### src/rtl/pulse_sync_scheduler.sv
// Round-robin scheduler sharing one pulse-synchronizer crossing between NUM_REQ requesters.
// Each pending event becomes one tx_pulse; the next launch waits for the returned ack (or a timeout).
module pulse_sync_scheduler #(
    parameter int NUM_REQ     = 4,
    parameter int CNT_WIDTH   = 4,
    parameter int ACK_TIMEOUT = 64
) (
    input  logic                       clk,
    input  logic                       rst_n,
    input  logic [NUM_REQ-1:0]         req_pulse,
    output logic [NUM_REQ-1:0]         req_overflow,
    output logic                       tx_pulse,
    output logic [$clog2(NUM_REQ)-1:0] tx_id,
    input  logic                       ack_pulse,
    output logic                       timeout_err,
    output logic                       busy,
    output logic                       pending_any
);

    localparam int ID_WIDTH    = $clog2(NUM_REQ);
    localparam int TIMER_WIDTH = $clog2(ACK_TIMEOUT);
    localparam logic [CNT_WIDTH-1:0]   CNT_MAX    = '1;
    localparam logic [TIMER_WIDTH-1:0] TIMER_LAST = TIMER_WIDTH'(ACK_TIMEOUT - 1);

    typedef enum logic [1:0] {IDLE, SETUP, LAUNCH, WAIT_ACK} state_t;

    state_t                 state, state_next;
    logic [CNT_WIDTH-1:0]   cnt      [NUM_REQ];
    logic [CNT_WIDTH-1:0]   cnt_next [NUM_REQ];
    logic [NUM_REQ-1:0]     ovf_next;
    logic [NUM_REQ-1:0]     dec_mask;
    logic                   any_next;
    logic [ID_WIDTH-1:0]    rr_ptr;
    logic [ID_WIDTH-1:0]    scan_idx;
    logic [ID_WIDTH-1:0]    grant_idx;
    logic                   grant_found;
    logic [TIMER_WIDTH-1:0] timer;
    logic                   ack_done;
    logic                   timeout_hit;
    logic                   done;

    assign ack_done    = (state == WAIT_ACK) && ack_pulse;
    assign timeout_hit = (state == WAIT_ACK) && !ack_pulse && (timer == TIMER_LAST);
    assign done        = ack_done || timeout_hit;
    assign busy        = (state != IDLE);

    // Round-robin search: first nonzero counter starting just after the last granted index.
    always_comb begin
        // NOTE: every variable gets a default before any branch so no latch is inferred.
        grant_found = 1'b0;
        grant_idx   = '0;
        scan_idx    = '0;
        for (int off = 1; off <= NUM_REQ; off++) begin
            scan_idx = ID_WIDTH'((int'(rr_ptr) + off) % NUM_REQ);
            if (!grant_found && cnt[scan_idx] != '0) begin
                grant_found = 1'b1;
                grant_idx   = scan_idx;
            end
        end
    end

    always_comb begin
        state_next = state;
        case (state)
            IDLE:     if (grant_found) state_next = SETUP;
            SETUP:    state_next = LAUNCH;
            LAUNCH:   state_next = WAIT_ACK;
            WAIT_ACK: if (done) state_next = IDLE;
            default:  state_next = IDLE;
        endcase
    end

    always_ff @(posedge clk) begin
        // NOTE: sequential state uses non-blocking assignments so every register samples pre-edge values.
        if (!rst_n) state <= IDLE;
        else        state <= state_next;
    end

    always_ff @(posedge clk) begin
        if (!rst_n) begin
            tx_pulse    <= 1'b0;
            timeout_err <= 1'b0;
            tx_id       <= '0;
            rr_ptr      <= ID_WIDTH'(NUM_REQ - 1);
            timer       <= '0;
        end else begin
            tx_pulse    <= (state == SETUP);
            timeout_err <= timeout_hit;
            if (state == IDLE && grant_found) tx_id <= grant_idx;
            if (done) rr_ptr <= tx_id;
            if (state == LAUNCH)        timer <= '0;
            else if (state == WAIT_ACK) timer <= timer + 1'b1;
        end
    end

    // A completing grant and a new event on the same index cancel; saturation drops the event.
    always_comb begin
        dec_mask = '0;
        if (done) dec_mask[tx_id] = 1'b1;
        any_next = 1'b0;
        for (int i = 0; i < NUM_REQ; i++) begin
            cnt_next[i] = cnt[i];
            ovf_next[i] = 1'b0;
            if (req_pulse[i] && !dec_mask[i]) begin
                if (cnt[i] == CNT_MAX) ovf_next[i] = 1'b1;
                else                   cnt_next[i] = cnt[i] + 1'b1;
            end else if (dec_mask[i] && !req_pulse[i] && cnt[i] != '0) begin
                cnt_next[i] = cnt[i] - 1'b1;
            end
            any_next = any_next | (cnt_next[i] != '0);
        end
    end

    always_ff @(posedge clk) begin
        if (!rst_n) begin
            // NOTE: the counter array is reset explicitly because a reset must discard pending events.
            cnt          <= '{default: '0};
            req_overflow <= '0;
            pending_any  <= 1'b0;
        end else begin
            cnt          <= cnt_next;
            req_overflow <= ovf_next;
            pending_any  <= any_next;
        end
    end

endmodule
### config.mk
export PLATFORM = sky130hd
export DESIGN_NAME = pulse_sync_scheduler
export DESIGN_NICKNAME = d
export VERILOG_FILES = /design/src/rtl/pulse_sync_scheduler.sv
export SDC_FILE = /design/constraint.sdc
export NUM_CORES = 1
export LEC_CHECK = 0
export CAP_MARGIN = 20
export CORE_MARGIN = 3
export CORE_UTILIZATION = 28
export CTS_BUF_LIST = sky130_fd_sc_hd__clkbuf_8 sky130_fd_sc_hd__clkbuf_16
export DETAILED_ROUTE_END_ITERATION = 8
export DONT_BUFFER_PORTS = 1
export PLACE_DENSITY = 0.39
export SLEW_MARGIN = 10
export SYNTH_ARGS = -nofsm -noshare
export SYNTH_HDL_FRONTEND = slang
export SYNTH_SLANG_ARGS = --single-unit
### constraint.sdc
create_clock -name clk -period 3.3 [get_ports clk]
set_input_delay 0.66 -clock clk [delete_from_list [all_inputs] [get_ports clk]]
set_output_delay 0.66 -clock clk [all_outputs]
set_load 0.01 [all_outputs]
==> qor.yml, run 1 <==
setup_path:
  crit_type: "reg2reg"
  rr_endpoint: "pending_any"
  rr_worst_depth: 9
  reg2reg_slack_ns: 0.50
  setup.worst_path.end_class: "flop"
  arrival_ns: 2.99
  start_kind: "flop"
  cp.required_ns: 3.48
  path_max_fanout: 7
  r2r-start: "state[0]"
synth:
  synth_area_per_cell_sq_um: 8.014
  synth.distinct_cells: 52
  syn_nets: 289
  mappedNetlistArea_sq_mm: 0.002156
  synth_edf_count: 0
  async_flop_share: 0
  synth.largest_area_cell: "dfxtp_1"
  ys.flop_type: "dfxtp_1"
  synth_top_area_share: 0.3250
  postSynthCellCount: 269
  yosysWarnings: 0
  synthTopCellsByArea: "dfxtp_1 (33%), ha_1 (7.5%), nor2_1 (6.1%), a21oi_1 (5.3%), nand2_1 (3.8%)"
  synth_seq_cells: 35
  ys_seq_area_frac: 0.3250
floorplanning:
  dieArea_sq_mm: 0.008788
  rows: 31
  start_util: 0.2925
  fp.dieW_microns: 93.75
  core-area_sq_mm: 0.007370
  die_h_microns: 93.75
  ios: 17
detailed_routing:
  final_antenna_net_count: 0
  drt_wl_total_microns: 5261
  detail_route.first_pass.iterations: 4
  vias_per_cell: 5.109
  drcViolationCount: 0
  vias: 1880
  drt_iter0_drc: 142
  wl_per_cell_microns: 14.30
cts:
  cts_inserted_buffers: 5
  cts_root_buf: "clkbuf_8"
  cts_resized: 0
  cts.sinks: 35
  post_cts_buffers: 0
  cts_tree: "built"
  insertion_delay_ns: 0.29
  hold_buffers: 0
  htreeDepth: 2
  clk_pin_slew_worst_paths_ns: 0.08
  cts.path.max_buffers: 2
cells_and_area:
  finalNetCount: 289
  syn2layout_area_growth_pct: 9.228
  drive_gt1_frac: 0.07435
  antenna_cells: 0
sta:
  relSlewSlack: 0.4272
  clock.fmax_mhz: 357.0
  setup_viol: 0
  slew_viol_final: 0
  fin_crit_ns: 2.801
  final.setup.tns_ns: 0
  hold_slack_ns: 0.4470
  finClkSkew_ns: 0.008978
  finalHoldViolCount: 0
  rsz0062_at_grt: "false"
  tightest_slew_ns: 0.8514
  period_share: 0.8487
place:
  dp_hpwl_microns: 3791
  port_buffers: 0
  place.gp.congestion: 0.8121
global_route:
  track_usage: 0.1253
  grt_pass1_vias: 1722
  grt_pass1_wl_microns: 8590
  antenna_found_initial: 0
  grt_max_degree: 20
  grt-ovfl-total: 0
hold_path:
  whs_path_depth: 1
  whs_endpoint: "timeout_err"
  min_from: "ack_pulse"
  hold_path_class: "in2reg"
power:
  ir_drop_mv: 0.1811
  powerDensity_mw_per_mm2: 531.8
  total_power_mw: 1.252
  p_leak_nw: 0.9524
run:
  max_cap_violations: 0
status:
  outcome: "finished, final reports clean"
## metrics by stage
step	worst slack [ns]	area [sq um]	util	std cells
finish	0.4992	2355	0.3195	368
global route	0.2385	2355	0.3195	368
CTS	0.4518	2355	0.3195	368
detailed placement	0.4711	2267	0.3076	361
global placement	0.5015	2267	0.3076	361
floorplan	0.7692	2156	-	269
## synth_stat cells (6+ instances only)
master,number
dfxtp_1,35
nor2_1,35
a21oi_1,23
nand2_1,22
inv_1,15
ha_1,13
nand3_1,11
clkbuf_1,8
nor4_1,8
mux2i_1,7
nor2b_1,7
nand4_1,6
## layer usage
metal | wire (microns) | track usage | up-vias
li1 | - | - | 971
met1 | 2633 | 0.1702 | 867
met2 | 2294 | 0.1916 | 35
met3 | 263 | 0.03205 | 7
met4 | 69 | 0.04332 | 0
met5 | 0 | 0 | -
## where the power goes
group          switching (mW)  internal (mW)
Clock                   0.168          0.164
Sequential             0.0759          0.468
Combinational           0.225          0.151
Total                   0.469          0.783
## flip-flops by register name (all words and copies together), names as in the netlist
| signal | cells |
|---|---|
| cnt | 16 |
| pending_any | 1 |
| req_overflow | 4 |
| rr_ptr | 2 |
| state | 2 |
| timeout_err | 1 |
| timer | 6 |
| tx_id | 2 |
| tx_pulse | 1 |
## kinds of logic (layout without fill, tap and decap cells)
family / Yosys count / in the layout / share of synthesized area
compound gates: 65 / 65 / 0.2113
flops: 35 / 35 / 0.3250
fa+ha+maj: 13 / 13 / 0.07545
buf+inv: 27 / 27 / 0.04991
xor+xnor: 8 / 8 / 0.03250
mux: 8 / 8 / 0.03773
simple gates: 113 / 113 / 0.2681
## how the worst max path moves through the flow
stage          startpoint     endpoint  slack, ns  cells after the start
2_1_floorplan    state[0]  pending_any       0.77                      9
3_3_place_gp     state[0]  pending_any       0.50                      9
3_5_place_dp     state[0]  pending_any       0.47                      9
6_report         state[0]  pending_any       0.50                      9
4_1_cts          state[0]  pending_any       0.45                      9
5_1_grt          state[0]  pending_any       0.24                      9
## critical path, cell delays in order (launching register included)
cell and delay (ns):
dfxtp_1 0.38, ha_1 0.24, nand4_4 0.12, o31ai_2 0.50, buf_4 0.24, and3_1 0.23
a221o_1 0.19, o211ai_1 0.08, or3_1 0.32, o41a_1 0.40
## final cells by class
type                       instances  area (sq um)
fill                             783          5015
multi-input combinational        207          1353
sequential                        35         700.7
tap                               99         123.9
clock buffer                       6         82.58
inverter                          16         60.06
timing repair buffer               4         30.03
clock inverter                     1         5.005
## cells in the final DEF (no fill, tap or decap), drive strengths merged, types with 3 or more instances in the layout
| cell | n |
|---|---|
| o21ai | 5 |
| nand4 | 7 |
| xor2 | 3 |
| nand2 | 22 |
| ha | 13 |
| dfxtp | 35 |
| or3 | 3 |
| clkbuf | 6 |
| nor2b | 7 |
| a21oi | 23 |
| a31oi | 3 |
| mux2i | 7 |
| and4 | 4 |
| nor4 | 8 |
| o211ai | 5 |
| xnor2 | 5 |
| inv | 15 |
| nand3 | 11 |
| buf | 4 |
| nor2 | 35 |
| and2 | 3 |
| and3 | 4 |
| a211o | 3 |
| a21o | 4 |
No activity file was read; power rests on OpenSTA's default activity.
==> run 2, diff against run 1 <==
PLACE_DENSITY = 0.41   (was 0.39)
clock period = 2.25 ns   (was 3.3 ns; I/O delays follow)
==> run 2 against run 1 <==
The flow now finishes with violations (negative setup slack). Clock-buffer cell count is 1 lower. Maximum frequency is 17% higher. Final cell count is 15% higher.
==> qor.yml, run 2 (synthesis results as in run 1) <==
cells_and_area:
  antenna_cells: 0
  reg.largest.list: "cnt (16), timer (6), req_overflow (4)"
  finalNetCount: 342
  largest_reg_flops: 16
  final_cell_mix: "buf_4 (56), nor2_1 (34), dfxtp_1 (31)"
  syn2layout_area_growth_pct: 32.62
  drive_gt1_frac: 0.2570
  regMostFlops: "cnt"
  final_area_sq_mm: 0.002859
  mostFrequentLayoutCell: "buf_4"
  instances_no_fill: 422
  fin_util: 0.3879
global_route:
  grt-ovfl-total: 0
  antenna_found_initial: 0
  grt_pass1_vias: 1946
  grt_pass1_wl_microns: 9411
  grt_max_degree: 16
  track_usage: 0.1358
setup_path:
  start_kind: "flop"
  setup.worst_path.end_class: "flop"
  arrival_ns: 2.57
  r2r-start: "timer[1]"
  worstSetupStartpoint: "timer[1]"
  crit_type: "reg2reg"
  cp.required_ns: 2.42
  path_max_fanout: 6
sta:
  tightest_slew_ns: 0.3482
  rsz0062_at_grt: "true"
  relSlewSlack: 0.7674
  final.setup.tns_ns: -0.1453
  hold_slack_ns: 0.2227
  finalHoldViolCount: 0
  setup_viol: 1
  setup_ws_ns: -0.1453
  clock.fmax_mhz: 417.5
  slew_viol_final: 0
  period_share: 1.065
  finClkSkew_ns: 0.009352
  fin_crit_ns: 2.395
run:
  max_cap_violations: 0
status:
  outcome: "finished with violations"
  violations: "negative setup slack"
detailed_routing:
  drt_wl_total_microns: 5495
  wl_per_cell_microns: 13.02
  vias: 2052
  final_antenna_net_count: 0
  vias_per_cell: 4.863
  drcViolationCount: 0
  detail_route.first_pass.iterations: 4
  drt_iter0_drc: 69
cts:
  cts_inserted_buffers: 5
  cts_tree: "built"
  cts.sinks: 35
  cts_root_buf: "clkbuf_8"
  cts.path.max_buffers: 2
  htreeDepth: 2
  clk_pin_slew_worst_paths_ns: 0.08
  insertion_delay_ns: 0.29
hold_path:
  min_from: "ack_pulse"
  hold_path_class: "in2reg"
floorplanning:
  ios: 17
  core-area_sq_mm: 0.007370
  dieArea_sq_mm: 0.008788
  die_h_microns: 93.75
  rows: 31
  fp.dieW_microns: 93.75
  start_util: 0.2925
power:
  p_leak_nw: 1.236
  powerDensity_mw_per_mm2: 785.3
  ir_drop_mv: 0.3764
  total_power_mw: 2.245
place:
  port_buffers: 0
  place.gp.congestion: 0.8055
  dp_worst_setup_slack_ns: -0.2527
  placed_area_sq_mm: 0.002680
  dp_hpwl_microns: 4185
  numPlacedInstances: 412
==> run 2: cell count changes in the layout (fill, tap and decap cells not counted), moves of 2 or more <==
cell / change
dfxtp_1: -4
bufinv_16: +2
dfxtp_2: +4
buf_4: +52
ha_4: +2
ha_1: -2
==> run 2: timing repair <==
item                       4_1_cts  5_1_grt
setup buffers                    2        0
resized for setup                3        3
setup endpoints to repair        1        1
cloned                           0        0
hold buffers                     0        0
pin swaps                        8        7
==> run 2: report_power, final <==
group	internal [mW]	total (mW)	switching, mW
Clock	0.442	0.697	0.254
Sequential	0.691	0.762	0.0711
Combinational	0.376	0.787	0.410
Total	1.51	2.25	0.736
==> run 2: worst paths after layout <==
check                end  slack (ns)  depth (start not counted)
max          pending_any       -0.15                          8
min          timeout_err        0.22                          1
max reg2reg  pending_any       -0.15                          8
min reg2reg     timer[5]        0.50                          2
==> run 2: layer usage <==
| metal | vias to the layer above | track usage | part of all wire |
|---|---|---|---|
| li1 | 1076 | - | - |
| met3 | 4 | 0.03205 | 0.035 |
| met5 | - | 0 | 0 |
| met1 | 945 | 0.1885 | 0.50 |
| met2 | 27 | 0.2082 | 0.45 |
| met4 | 0 | 0.03971 | 0.0096 |
==> run 2: area by class of cell <==
type                       instances  area (sq um)
fill                             792          4511
tap                               99         123.9
multi-input combinational        207          1393
inverter                          16         60.06
clock buffer                       5         68.82
clock inverter                     3         67.56
sequential                        35         705.7
timing repair buffer              57         440.4
==> run 2: worst max-delay path: stages, from the launching register on <==
cell,delay (ns)
dfxtp_2,0.36
ha_4,0.15
nand4_4,0.11
o31a_1,0.40
o211a_1,0.26
o311ai_2,0.26
o211ai_1,0.13
or3_1,0.31
o41a_1,0.31
==> run 3, diff against run 2 <==
CAP_MARGIN = unset   (was 20)
==> results of run 3 <==
Same layout as run 2: the final DEF is identical, and so are final timing and power.
